--- src/rtl/mips_cpu_muldiv.sv ---
// Multi-cycle MULT/MULTU/DIV/DIVU unit owning HI/LO, one radix-2 step per cycle.
// Optional: define MULDIV_FAST_DIV0_EN to finish divide-by-zero in 2 cycles.
module mips_cpu_muldiv #(
  parameter int ITER = 32
) (
  input  logic        clk,
  input  logic        reset,
  input  logic        start,
  input  logic [1:0]  op,
  input  logic [31:0] a,
  input  logic [31:0] b,
  input  logic        hi_we,
  input  logic        lo_we,
  input  logic [31:0] wdata,
  output logic        busy,
  output logic        done,
  output logic [31:0] hi,
  output logic [31:0] lo
);

  typedef enum logic [1:0] {
    S_IDLE,
    S_MUL,
    S_DIV,
    S_FIX
  } state_t;

  state_t      r_state;
  logic        r_busy;
  logic        r_done;
  logic [31:0] r_hi;
  logic [31:0] r_lo;
  logic [63:0] r_acc;
  logic [31:0] r_opd;
  logic [4:0]  r_cnt;
  logic        r_is_div;
  logic        r_neg_q;
  logic        r_neg_r;

  logic        w_sa;
  logic        w_sb;
  logic [31:0] w_abs_a;
  logic [31:0] w_abs_b;
  logic        w_b_zero;
  logic        w_sub;
  logic [32:0] w_x;
  logic [32:0] w_y;
  logic [33:0] w_sum;
  logic [63:0] w_prod;
  logic [31:0] w_q;
  logic [31:0] w_r;
  logic        w_last;

  // Operand magnitudes and signs; op[0]=0 selects the signed variants.
  assign w_sa     = ~op[0] & a[31];
  assign w_sb     = ~op[0] & b[31];
  assign w_abs_a  = w_sa ? (32'd0 - a) : a;
  assign w_abs_b  = w_sb ? (32'd0 - b) : b;
  assign w_b_zero = (b == 32'd0);

  // Shared adder: adds in MUL, trial-subtracts in DIV (carry out = no borrow).
  assign w_sub = (r_state == S_DIV);
  assign w_x   = w_sub ? r_acc[63:31] : {1'b0, r_acc[63:32]};
  assign w_y   = {1'b0, r_opd};
  assign w_sum = {1'b0, w_x} + {1'b0, (w_sub ? ~w_y : w_y)}
               + {33'd0, w_sub};

  // Sign correction applied in FIX.
  assign w_prod = r_neg_q ? (64'd0 - r_acc) : r_acc;
  assign w_q    = r_neg_q ? (32'd0 - r_acc[31:0]) : r_acc[31:0];
  assign w_r    = r_neg_r ? (32'd0 - r_acc[63:32]) : r_acc[63:32];
  assign w_last = (r_cnt == 5'(ITER - 1));

  // Sequencer: latch operands, iterate, correct signs, update HI/LO.
  always_ff @(posedge clk or posedge reset) begin
    if (reset) begin
      r_state  <= S_IDLE;
      r_busy   <= 1'b0;
      r_done   <= 1'b0;
      r_hi     <= 32'd0;
      r_lo     <= 32'd0;
      r_acc    <= 64'd0;
      r_opd    <= 32'd0;
      r_cnt    <= 5'd0;
      r_is_div <= 1'b0;
      r_neg_q  <= 1'b0;
      r_neg_r  <= 1'b0;
    end else begin
      r_done <= 1'b0;
      case (r_state)
        S_IDLE: begin
          if (hi_we) r_hi <= wdata;
          if (lo_we) r_lo <= wdata;
          if (start) begin
            r_busy   <= 1'b1;
            r_cnt    <= 5'd0;
            r_is_div <= op[1];
            if (op[1]) begin
              r_opd   <= w_abs_b;
              r_neg_q <= (w_sa ^ w_sb) & ~w_b_zero;
              r_neg_r <= w_sa;
`ifdef MULDIV_FAST_DIV0_EN
              if (w_b_zero) begin
                r_acc   <= {w_abs_a, 32'hFFFF_FFFF};
                r_state <= S_FIX;
              end else begin
                r_acc   <= {32'd0, w_abs_a};
                r_state <= S_DIV;
              end
`else
              r_acc   <= {32'd0, w_abs_a};
              r_state <= S_DIV;
`endif
            end else begin
              r_acc   <= {32'd0, w_abs_b};
              r_opd   <= w_abs_a;
              r_neg_q <= w_sa ^ w_sb;
              r_neg_r <= 1'b0;
              r_state <= S_MUL;
            end
          end
        end
        S_MUL: begin
          r_acc <= r_acc[0] ? {w_sum[32:0], r_acc[31:1]}
                            : {1'b0, r_acc[63:1]};
          r_cnt <= r_cnt + 5'd1;
          if (w_last) r_state <= S_FIX;
        end
        S_DIV: begin
          r_acc <= w_sum[33] ? {w_sum[31:0], r_acc[30:0], 1'b1}
                             : {r_acc[62:0], 1'b0};
          r_cnt <= r_cnt + 5'd1;
          if (w_last) r_state <= S_FIX;
        end
        S_FIX: begin
          if (r_is_div) begin
            r_hi <= w_r;
            r_lo <= w_q;
          end else begin
            r_hi <= w_prod[63:32];
            r_lo <= w_prod[31:0];
          end
          r_busy  <= 1'b0;
          r_done  <= 1'b1;
          r_state <= S_IDLE;
        end
        default: r_state <= S_IDLE;
      endcase
    end
  end

  assign busy = r_busy;
  assign done = r_done;
  assign hi   = r_hi;
  assign lo   = r_lo;

endmodule
--- config.mk ---
export PLATFORM = sky130hd
export DESIGN_NAME = mips_cpu_muldiv
export DESIGN_NICKNAME = d
export VERILOG_FILES = /design/src/rtl/mips_cpu_muldiv.sv
export SDC_FILE = /design/constraint.sdc
export NUM_CORES = 1
export LEC_CHECK = 0
export ABC_AREA = 0
export CAP_MARGIN = 20
export CORE_MARGIN = 2
export CORE_UTILIZATION = 52
export CTS_CLUSTER_DIAMETER = 200
export DETAILED_ROUTE_END_ITERATION = 6
export GPL_TIMING_DRIVEN = 1
export PLACE_DENSITY_LB_ADDON = 0.1
export RECOVER_POWER = 100
export SLEW_MARGIN = 10
export SYNTH_ARGS = -nofsm -noshare
export SYNTH_HDL_FRONTEND = slang
export SYNTH_SLANG_ARGS = --single-unit
--- constraint.sdc ---
create_clock -name clk -period 5.15 [get_ports clk]
set_clock_uncertainty 0.1 [all_clocks]
set_input_delay 0.7725 -clock clk [delete_from_list [all_inputs] [get_ports clk]]
set_output_delay 0.7725 -clock clk [all_outputs]
set_load 0.05 [all_outputs]
Word-level counts from Yosys, hierarchy flattened --
Cells that the tools add are included.
Storage, ports and cells: RAM bits 0, latch bits 0, output and inout port bits 66, input port bits 103, register bits after elaboration 172, memories kept 0, word-level logic and storage cells 77, bits in read-only memories 0
Operators by class: equality and inequality tests 8, muxes and demuxes 30, shift-type cells 0, $add $sub $neg 8, bitwise operators 7, reduce and logical (&&, ||, !) cells 13, $lt $le $gt $ge 0, $mul 0, div/mod/pow operators 0
Operators with widths (number):
- $mux 32 | 10
- $mux 64 | 4
- $pmux 64 s3 | 1
- $pmux 32 s2 | 2
- $sub 1x32->32 const A | 4
- $mux 33 | 2
- $sub 1x64->64 const A | 1
- $add 33x33->34 | 1
- $add 34x1->34 | 1
- $not 32->33 | 1
- $logic_not 32->1 | 1
- $reduce_and 2->1 | 7
- $pmux 5 s2 | 1
- $mux 2 | 3
- $ne 2x2->1 const B | 3
- $pmux 2 s3 | 1
- $add 5x1->5 const B | 1
- $eq 5x5->1 const B | 1
- $mux 5 | 1
- $eq 2x2->1 const B | 2
- $mux 1 | 4
- $reduce_bool 2->1 | 2
- $and 1x1->1 | 3
- $reduce_bool 3->1 | 1
- 7 further kinds | 8

Logic depth before layout (Yosys ltp) --
Gate-level depths: netlist (run 1).
depth in word-level cells 6, mapped depth 19, mapped depth without buffers 14

Worst setup path before layout (run 1) --
No wires, ideal clock.
path type register -> register, from register r_state[0], to register r_acc[35], setup time 0.142 ns, arrival 4.280 ns, buffers on the path 5, cell stages (with the launch flop) 18, clock period less this slack 4.522 ns, slack 0.628 ns, required time 4.908 ns, path through dfrtp_1 > inv_1 > ha_1 > buf_2 > buf_1 > buf_1 > mux2_2 > ha_1 > nand3_1 > o2111ai_1 > a21oi_1 > o211a_1 > a21oi_1 > a31o_2 > buf_2 > buf_2 > mux2i_1 > o221ai_1
Between the ends: word-level cells in the longest chain between the ends 6, elaborated cells between the ends (all ways) 13, those cells by class add/sub: 2; eq/ne: 3; mux: 5; reduce/logical: 3
Ends and longest elaborated chain:
- from (decl) | RTL line 28 | state_t r_state;
- from (signal assigned) | RTL line 77 | r_state <= S_IDLE;
- from (signal assigned) | RTL line 112 | r_state <= S_DIV;
- from (signal assigned) | RTL line 119 | r_state <= S_MUL;
- $eq 2x2->1 | RTL line 62, 90
- $mux 33 (on tied branches) | RTL line 63, 65
- $add 33x33->34 | RTL line 65 | assign w_sum = {1'b0, w_x} + {1'b0, (w_sub ? ~w_y : w_y)}
- $add 34x1->34 | RTL line 66 | + {33'd0, w_sub};
- $mux 64 (on tied branches) | RTL line 130, 124
- $pmux 64 s3 | RTL line 90 | case (r_state)
- to (signal assigned) | RTL line 111 | r_acc <= {32'd0, w_abs_a};
- to (signal assigned) | RTL line 124 | r_acc <= r_acc[0] ? {w_sum[32:0], r_acc[31:1]}
- to (signal assigned) | RTL line 130 | r_acc <= w_sum[33] ? {w_sum[31:0], r_acc[30:0], 1'b1}
- to (decl) | RTL line 33 | logic [63:0] r_acc;
Parallel ways exist; a longest one is shown, timed or not. A chain may end at the register's enable or synchronous reset.

Worst setup path after layout (run 1) --
from register r_state[0], to register r_acc[40]
Same word-level chain as after synthesis.

==> summary.txt, run 1 <==
Run status
  • Status: finished with violations
  • Violated checks: max-capacitance violations, max-slew violations

STA
  • Final Slew Violations: 333
  • Endpoints failing hold: 0
  • Slew @ Worst Pin: 2400 ps
  • Setup TNS: 0 ps
  • Setup violations, final: 0
  • Slew margin rel.: -60.1%
  • RSZ-0062 raised after global routing: no
  • Maximum clock frequency: 0.208 GHz
  • Tcrit/Tclk final: 93.4%
  • Crit path time final: 4810 ps

Synth
  • Synth Cell Area: 14,200 um^2
  • Sequential share of the synthesized area: 30.3%
  • FF+latch count, synth: 172
  • Synth Flop Type: dfrtp_1
  • Post-Syn Instances: 1,769
  • Mapped Avg Cell Area: 8.03 um^2
  • Synth warnings: 0
  • Asr flop ratio synth: 100%
  • Largest area contributor in the netlist: dfrtp_1
  • Number of synthesized flops with an enable pin: 0
  • Post-Syn Nets: 1,915
  • Top cells by area, synth: dfrtp_1, xor2_1, o21ai_0
  • Synth cell types: 71
  • Top cell type's share of synthesized area: 30.3%

Global route
  • First-pass GRT wire length: 75,800 um
  • Initial antenna violation count: 0
  • Global route overflow: 0
  • GRT Util Overall: 34.0%
  • Pin count of the biggest net entering global routing: 97
  • Vias in the first global route: 12,990

Worst setup path
  • CP endpoint kind: flip-flop
  • Worst EP arrival: 4980 ps
  • Critical path type: flip-flop to flip-flop
  • CP startpoint kind: flip-flop
  • Crit-path max FO: 20
  • Required time worst endpoint: 5320 ps

Clocking
  • Post-CTS setup buffers: 0
  • Root Driver: clkbuf_16
  • H-tree depth: 4
  • Longest Clk Path Bufs: 2
  • Total CTS buffers: 17
  • Reg clk slew, reported paths: 90 ps
  • CTS tree: done
  • Hold_buf cts: 0
  • Clock latency on the worst-skew pair: 450 ps
  • CTS Sinks: 172
  • Gates resized, CTS repair: 0

Finish
  • Area growth from synthesis to layout: 17.2%
  • Non-Filler Instances: 2,197
  • NumNets Final: 1,989
  • Reg area: 4300 um^2
  • Layout cells sized above 1: 5.28%
  • Design area: 16,600 um^2
  • Multi-input gate area: 9210 um^2
  • Fillcell total: 2,457
  • Antenna Cells: 0

Route
  • Drc violations: 0
  • ANT nets after route: 0
  • Vias/cell: 6.40
  • 1st-pass router iterations: 6
  • Vias: 14,062
  • Routed WL per cell: 22.1 um
  • Initial DRC count: 1,495
  • Routed WL: 48,600 um

Placed design
  • Inst Count DP: 2,164
  • Port bufs: 168
  • Final GP Congestion: 0.951
  • Hpwl dp: 37,700 um
  • Area after DPL: 16,100 um^2

Die
  • FP Rows: 60
  • Initial core utilization: 52.8%
  • Die Wd: 169 um
  • Die Area: 28,600 um^2
  • Die Span Y: 169 um
  • Core area: 26,900 um^2
  • I/O pin total: 169

Power and ir drop
  • Lkg Pwr: 6.95 nW
  • Register share of total power: 21.7%
  • Psw: 6.52 mW
  • Pint: 5.29 mW
  • Max IR drop VDD: 0.000521 V
  • Combinational share of power: 66.7%
  • Clock share of power: 11.6%
  • Power density cells: 710 nW/um^2
  • Net Sw Frac: 55.2%

Job
  • MaxCap Viol Count: 7

Worst hold path
  • Worst min-delay path class: flip-flop to flip-flop
cell families (layout without fill, tap and decap cells):
logic type / count (synthesis) / count (layout) / share of synthesized area (%)
XOR/XNOR: 181 / 181 / 11.2
buffers and inverters: 182 / 269 / 4.93
multiplexers: 87 / 87 / 6.38
flip-flops: 172 / 172 / 30.3
AND/OR/NAND/NOR: 516 / 516 / 16.9
AO/OA/AOI/OAI: 588 / 588 / 26.4
adder cells (fa/ha/maj): 43 / 43 / 3.84
stage by stage:
| step | power [mW] | util (%) | hold slack, ps | setup WS (ps) |
|---|---|---|---|---|
| 2_1_floorplan | 7.95 | - | 369 | 628 |
| 3_3_place_gp | 10.3 | 59.8 | 360 | 454 |
| 3_5_place_dp | 10.4 | 59.8 | 367 | 370 |
| 4_1_cts | 11.7 | 62.2 | 386 | 354 |
| 5_1_grt | 12.6 | 61.9 | 398 | 52.5 |
| 6_report | 11.8 | 61.9 | 375 | 340 |
layout make-up:
cell class	count	share of cell area (%)
sequential	172	25.9
inverter	34	0.775
multi-input combinational	1415	55.4
timing repair buffer	203	11.6
clock buffer	17	2.56
tap	341	2.56
clock inverter	15	1.26
placed cells by master, fill, tap and decap left out, drive strengths merged, types with 30 or more instances in the layout:
cell | synthesis | layout
a22oi | 33 | 33
dfrtp | 172 | 172
xnor2 | 76 | 76
nand2 | 201 | 201
o221ai | 47 | 47
ha | 42 | 42
nor2 | 139 | 139
mux2i | 59 | 59
xor2 | 105 | 105
clkdlybuf4s50 | 0 | 96
dlygate4sd3 | 0 | 71
o21ai | 173 | 173
inv | 34 | 39
clkbuf | 126 | 30
a21oi | 159 | 159
cell usage after synthesis (9+ instances only):
library cell	count
nand2_1	201
buf_1	14
o21ai_0	161
a221o_1	13
and3_1	11
nor2_1	139
mux2_2	28
a31oi_1	10
inv_1	34
mux2i_1	59
nand2b_1	14
dfrtp_1	172
or4_1	12
or3_1	9
o21ai_1	10
nand3_1	19
nor4_1	20
a211oi_1	25
ha_1	42
o221ai_1	47
nand4_1	12
nor2b_1	20
a21oi_1	159
clkbuf_1	125
o31ai_1	26
xor2_1	105
xnor2_1	76
o211ai_1	13
a22oi_1	33
a21o_1	23
nor3_1	26
worst max-delay path, stage by stage, from the launching register on:
cell and delay [ps]:
dfrtp_1 420, inv_1 160, ha_1 710, mux2_2 410
ha_1 400, o21ai_0 150, o21bai_1 240, a21oi_1 130
o211a_1 300, a21oi_1 390, a31o_2 630, clkbuf_1 220
mux2i_1 220, o221ai_1 150
flip-flops by register name (all words and copies together) (netlist names):
register  count
lo           32
r_opd        32
r_state       2
hi           32
done          1
r_neg_q       1
r_is_div      1
busy          1
r_acc        64
r_cnt         5
r_neg_r       1
worst paths after layout:
check	start	endpoint	slack, ps	cells after the start
worst max-delay path	r_state[0]	r_acc[40]	340	13
worst min register to register	hi[21]	hi[21]	380	1
worst min-delay path	hi[21]	hi[21]	380	1
max in group asynchronous	reset	r_neg_r	1010	3
worst max register to register	r_state[0]	r_acc[40]	340	13
min in group asynchronous	reset	lo[23]	1000	2
per-layer routing:
layer / track usage [%] / vias up / wire length, um
li1: - / 6600 / -
met1: 49.1 / 6727 / 22000
met2: 52.4 / 670 / 21300
met3: 5.29 / 65 / 3950
met4: 10.7 / 0 / 1380
met5: 0 / - / 0
power by group through the flow:
stage               Combinational, mW  Sequential (mW)  Clock [mW]
finish                           7.88             2.56        1.37
global route                     8.53             2.62        1.44
CTS                              7.82             2.55        1.38
detailed placement               7.79             2.58           0
global placement                 7.72             2.56           0
floorplan                        4.88             3.07           0
No activity file was read; power rests on OpenSTA's default activity.
==> inputs of run 2 (changes only) <==
--- a/config.mk
+++ b/config.mk
@@ -8,7 +8,7 @@
 export ABC_AREA = 0
 export CAP_MARGIN = 20
 export CORE_MARGIN = 2
-export CORE_UTILIZATION = 52
+export CORE_UTILIZATION = 55
 export CTS_CLUSTER_DIAMETER = 200
 export DETAILED_ROUTE_END_ITERATION = 6
 export GPL_TIMING_DRIVEN = 1
==> constraint.sdc (replaced) <==
create_clock -name clk -period 5 [get_ports clk]
set_clock_uncertainty 0.1 [all_clocks]
set_input_delay 0.75 -clock clk [delete_from_list [all_inputs] [get_ports clk]]
set_output_delay 0.75 -clock clk [all_outputs]
set_load 0.05 [all_outputs]
==> run 2 against run 1 <==
The flow still finishes with violations (max-capacitance violations, max-slew violations). Register-to-register slack improved by 20 ps. Die area decreased by 5.3%. Final cell count fell by 1.0%. Critical endpoint is now r_acc[61]. Largest cell class unchanged. Largest power group unchanged.
==> summary.txt, run 2 (synthesis results as in run 1) <==
STA
  • Slew @ Worst Pin: 2380 ps
  • Final Slew Violations: 329
  • Hold WS: 372 ps
  • Endpoints failing hold: 0
  • Crit path time final: 4640 ps
  • RSZ-0062 raised after global routing: no
  • Slew margin rel.: -59.0%
  • Tcrit/Tclk final: 92.9%
  • Maximum clock frequency: 0.215 GHz
  • Post-layout worst setup margin: 356 ps
  • Setup TNS: 0 ps
  • Setup violations, final: 0

Route
  • Vias/cell: 6.45
  • Routed WL: 48,000 um
  • Drc violations: 0
  • Initial DRC count: 1,555
  • Vias: 14,033
  • 1st-pass router iterations: 5
  • ANT nets after route: 0
  • Routed WL per cell: 22.1 um

Global route
  • Initial antenna violation count: 1
  • Vias in the first global route: 12,690
  • GRT Util Overall: 35.5%
  • Pin count of the biggest net entering global routing: 173
  • First-pass GRT wire length: 73,500 um
  • Global route overflow: 0

Finish
  • Fillcell total: 2,173
  • Area growth from synthesis to layout: 16.7%
  • Most frequent cells in the layout: nand2_1, dfrtp_1, o21ai_0
  • Multi-input gate area: 9210 um^2
  • Non-Filler Instances: 2,175
  • Most common cell after layout, fill and taps aside: nand2_1
  • Largest register by flop count: r_acc
  • NumNets Final: 1,978
  • Layout cells sized above 1: 5.09%
  • Reg area: 4300 um^2
  • Antenna Cells: 0
  • Largest register FFs: 64

Power and ir drop
  • Max IR drop VDD: 0.000481 V
  • Register share of total power: 21.7%
  • Clock share of power: 11.7%
  • Lkg Pwr: 6.92 nW
  • Combinational share of power: 66.5%
  • Net Sw Frac: 55.0%
  • Pint: 5.46 mW
  • Power density cells: 731 nW/um^2
  • Psw: 6.66 mW

Worst hold path
  • Worst min-delay path class: flip-flop to flip-flop

Run status
  • Violated checks: max-capacitance violations, max-slew violations
  • Status: finished with violations

Worst setup path
  • R2r setup slk: 360 ps
  • CP endpoint kind: flip-flop
  • Critical path type: flip-flop to flip-flop
  • CP startpoint kind: flip-flop
  • Required time worst endpoint: 5230 ps
  • Worst EP arrival: 4870 ps
  • Crit-path max FO: 16

Die
  • Die Wd: 165 um
  • I/O pin total: 169
  • Core area: 25,300 um^2
  • Die Span Y: 165 um
  • Die Area: 27,100 um^2
  • FP Rows: 58
  • Initial core utilization: 56.2%

Clocking
  • Reg clk slew, reported paths: 80 ps
  • Root Driver: clkbuf_16
  • Gates resized, CTS repair: 0
  • H-tree depth: 4
  • CTS tree: done
  • CTS Sinks: 172
  • Longest Clk Path Bufs: 2
  • Total CTS buffers: 17
  • Hold_buf cts: 0
  • Clock latency on the worst-skew pair: 440 ps
  • Post-CTS setup buffers: 0

Placed design
  • Port bufs: 168
  • Worst slack at placement: 399 ps
  • Hpwl dp: 36,800 um
  • Final GP Congestion: 0.962
  • Inst Count DP: 2,142

Job
  • MaxCap Viol Count: 3
run 2: cell types whose count changed in the layout (fill, tap and decap cells not counted), sizes merged:
cell,previous run,this run
inv,39,41
clkinv,9,5
buf,23,21
clkbuf,30,21
bufinv,0,1
clkinvlp,1,2
run 2: worst paths after layout:
check | startpoint | to | cells past startpoint
hold / removal | hi[17] | hi[17] | 2
setup / recovery | r_state[0] | r_acc[61] | 12
min in group asynchronous | reset | lo[6] | 3
max in group asynchronous | reset | r_acc[28] | 3
setup reg to reg | r_state[0] | r_acc[61] | 12
hold reg to reg | hi[17] | hi[17] | 2
run 2: critical path, stage by stage, from the launching register on:
cell	delay [ps]
dfrtp_1	420
inv_1	150
ha_1	620
mux2_2	410
ha_1	370
a211oi_1	400
o22ai_1	280
nand3_1	150
nand3_1	150
a211oi_1	650
o21ai_0	340
mux2i_1	180
a211o_1	310
run 2: layer usage:
metal	vias up	part of all wire, %	track usage [%]
li1	6561	-	-
met4	2	3.9	14.2
met1	6688	43	49.9
met5	-	0.040	0
met3	82	8.5	6.48
met2	700	44	54.1
run 2: metrics by stage:
step | cell area [um^2] | utilization [%] | power [mW]
floorplan | 14200 | - | 8.19
global placement | 16000 | 63.3 | 10.5
detailed placement | 16000 | 63.3 | 10.6
CTS | 16600 | 65.7 | 12.0
global route | 16600 | 65.6 | 12.9
finish | 16600 | 65.6 | 12.1
run 2: final cells by class:
cell class              instances  area share (%)
clock buffers                  17            2.57
clock inverters                15            1.20
inverters                      34           0.793
multi-input cells            1415            55.6
flip-flops and latches        172            26.0
well taps                     330            2.49
repair buffers                192            11.4
run 2: power by group through the flow:
stage                     logic, mW  registers, mW  clock network, mW
after floorplan                5.02           3.16                  0
after detailed placement       7.96           2.65                  0
final                          8.06           2.63               1.42
after CTS                      7.99           2.62               1.43
after global routing           8.71           2.69               1.49
after global placement         7.87           2.62                  0
==> patch: new RTL, flow settings as in run 2 <==
Re-encode `state_t` (4 states) as one-hot, 4 bits wide.
--- a/src/rtl/mips_cpu_muldiv.sv
+++ b/src/rtl/mips_cpu_muldiv.sv
@@ -19,9 +19,9 @@
 );
 
-  typedef enum logic [1:0] {
-    S_IDLE,
-    S_MUL,
-    S_DIV,
-    S_FIX
+  typedef enum logic [3:0] {
+    S_IDLE = 4'b0001,
+    S_MUL  = 4'b0010,
+    S_DIV  = 4'b0100,
+    S_FIX  = 4'b1000
   } state_t;
 
Behaviour: same outputs for any inputs over 4 cycles, from zero or initial values and one cycle with reset high; so few cycles prove little.
==> patch against run 2 <==
- the flow still finishes with violations (capacitance limit, slew limit)
- clock power decreased by 3%
- synthesized cell count decreased by 1.2%
- total power decreased by 6.2%
- critical path depth increased by 2
- area after synthesis decreased by 3.0%
- core utilization increased by 0.34 points
- final area decreased by 2.6%
- routed wire length decreased by 10%
- sequential cell count increased by 2
- worst setup slack improved by 0.14 ns
- highest routed layer is now met4
==> patch: results (changes against run 2) <==
Place
  – Post-Place Cell Area: 15600 µm² (-2.6%)
  – Pre-CTS setup slack: 0.622 ns (+0.223 ns)
  – DP Wirelength: 33100 µm (-10%)
  – Placed Cells: 2129 (-0.61%)

Outcome
  – Status: finished with violations
  – Violated checks: capacitance limit, slew limit

GRT
  – Antenna violations before repair: 0 (-1)
  – Vias in the first global route: 12.3k (-3.2%)
  – First-pass GRT wire length: 68000 µm (-7.6%)

Final layout
  – Seq_cells: 174 (+1.2%)
  – ClkCell Share: 3.79% (+0.016 points)
  – Seq area share: 27.0% (+1.0 points)
  – Filler cell count: 2089 (-3.9%)
  – Multi-input gate area in the final layout: 8780 µm² (-4.6%)
  – Final net count: 1966 (-0.61%)
  – Layout cells sized above 1: 4.90% (-0.20 points)
  – Buffers, non-clock: 195 (+1.6%)

Power and ir drop
  – Maximum vdd ir drop: 0.499 mV (+3.6%)
  – Register share of total power: 25.5% (+3.8 points)
  – Int Power: 5280 µW (-3.1%)
  – Seq. pwr: 2900 µW (+10%)

Synth
  – Synth top area cells: dfrtp_1, nand2_1, o21ai_0, xor2_1, xnor2_1
  – Syn nets: 1889 (-1.4%)
  – Post-Syn Area per Cell: 7.88 µm² (-1.9%)
  – Most common library cells after synthesis: nand2_1, o21ai_0, dfrtp_1
  – Seq/Total Area, Yosys: 31.6% (+1.3 points)
  – Post-synthesis mux area share: 6.29% (-0.091 points)

Worst setup path
  – CP Data Arrival Time: 4.77 ns (-0.10 ns)

Detailed routing
  – Drt wl/cell: 20.0 µm (-9.5%)

Job
  – Max Cap Violations: 5 (+2)

Timing
  – Max Slew Vio Count: 473 (+44%)
  – Min Hold Slack: 0.400 ns (+0.0284 ns)
-- patch: cell count changes after synthesis, moves of 19 or more --
cell / run 2 / this run
o221ai_1: 47 / 2
a22oi_1: 33 / 7
o21ai_0: 161 / 186
a221oi_1: 2 / 29
a21oi_1: 159 / 140
nand2_1: 201 / 289
-- patch: worst paths after layout --
kind	endpoint	start	depth (start not counted)
worst max-delay path	r_acc[59]	r_state[1]	14
worst min-delay path	r_opd[26]	r_opd[26]	2
worst max register to register	r_acc[59]	r_state[1]	14
worst min register to register	r_opd[26]	r_opd[26]	2
max in group asynchronous	r_opd[15]	reset	3
min in group asynchronous	lo[7]	reset	3
-- patch: tightest hold or removal path: cells and delay by family (launching register included) --
family,cells,cell delay (ns)
flip-flops,1,0.37
AND/OR/NAND/NOR,2,0.10
-- patch: metal layers --
layer  global-route usage, %  vias up  part of all wire (%)
met3                    5.87       64                   8.7
met4                    10.9        0                   2.7
met2                    50.9      659                    44
met1                    47.5     6172                    45
met5                       0        -                     0
li1                        -     6404                     -
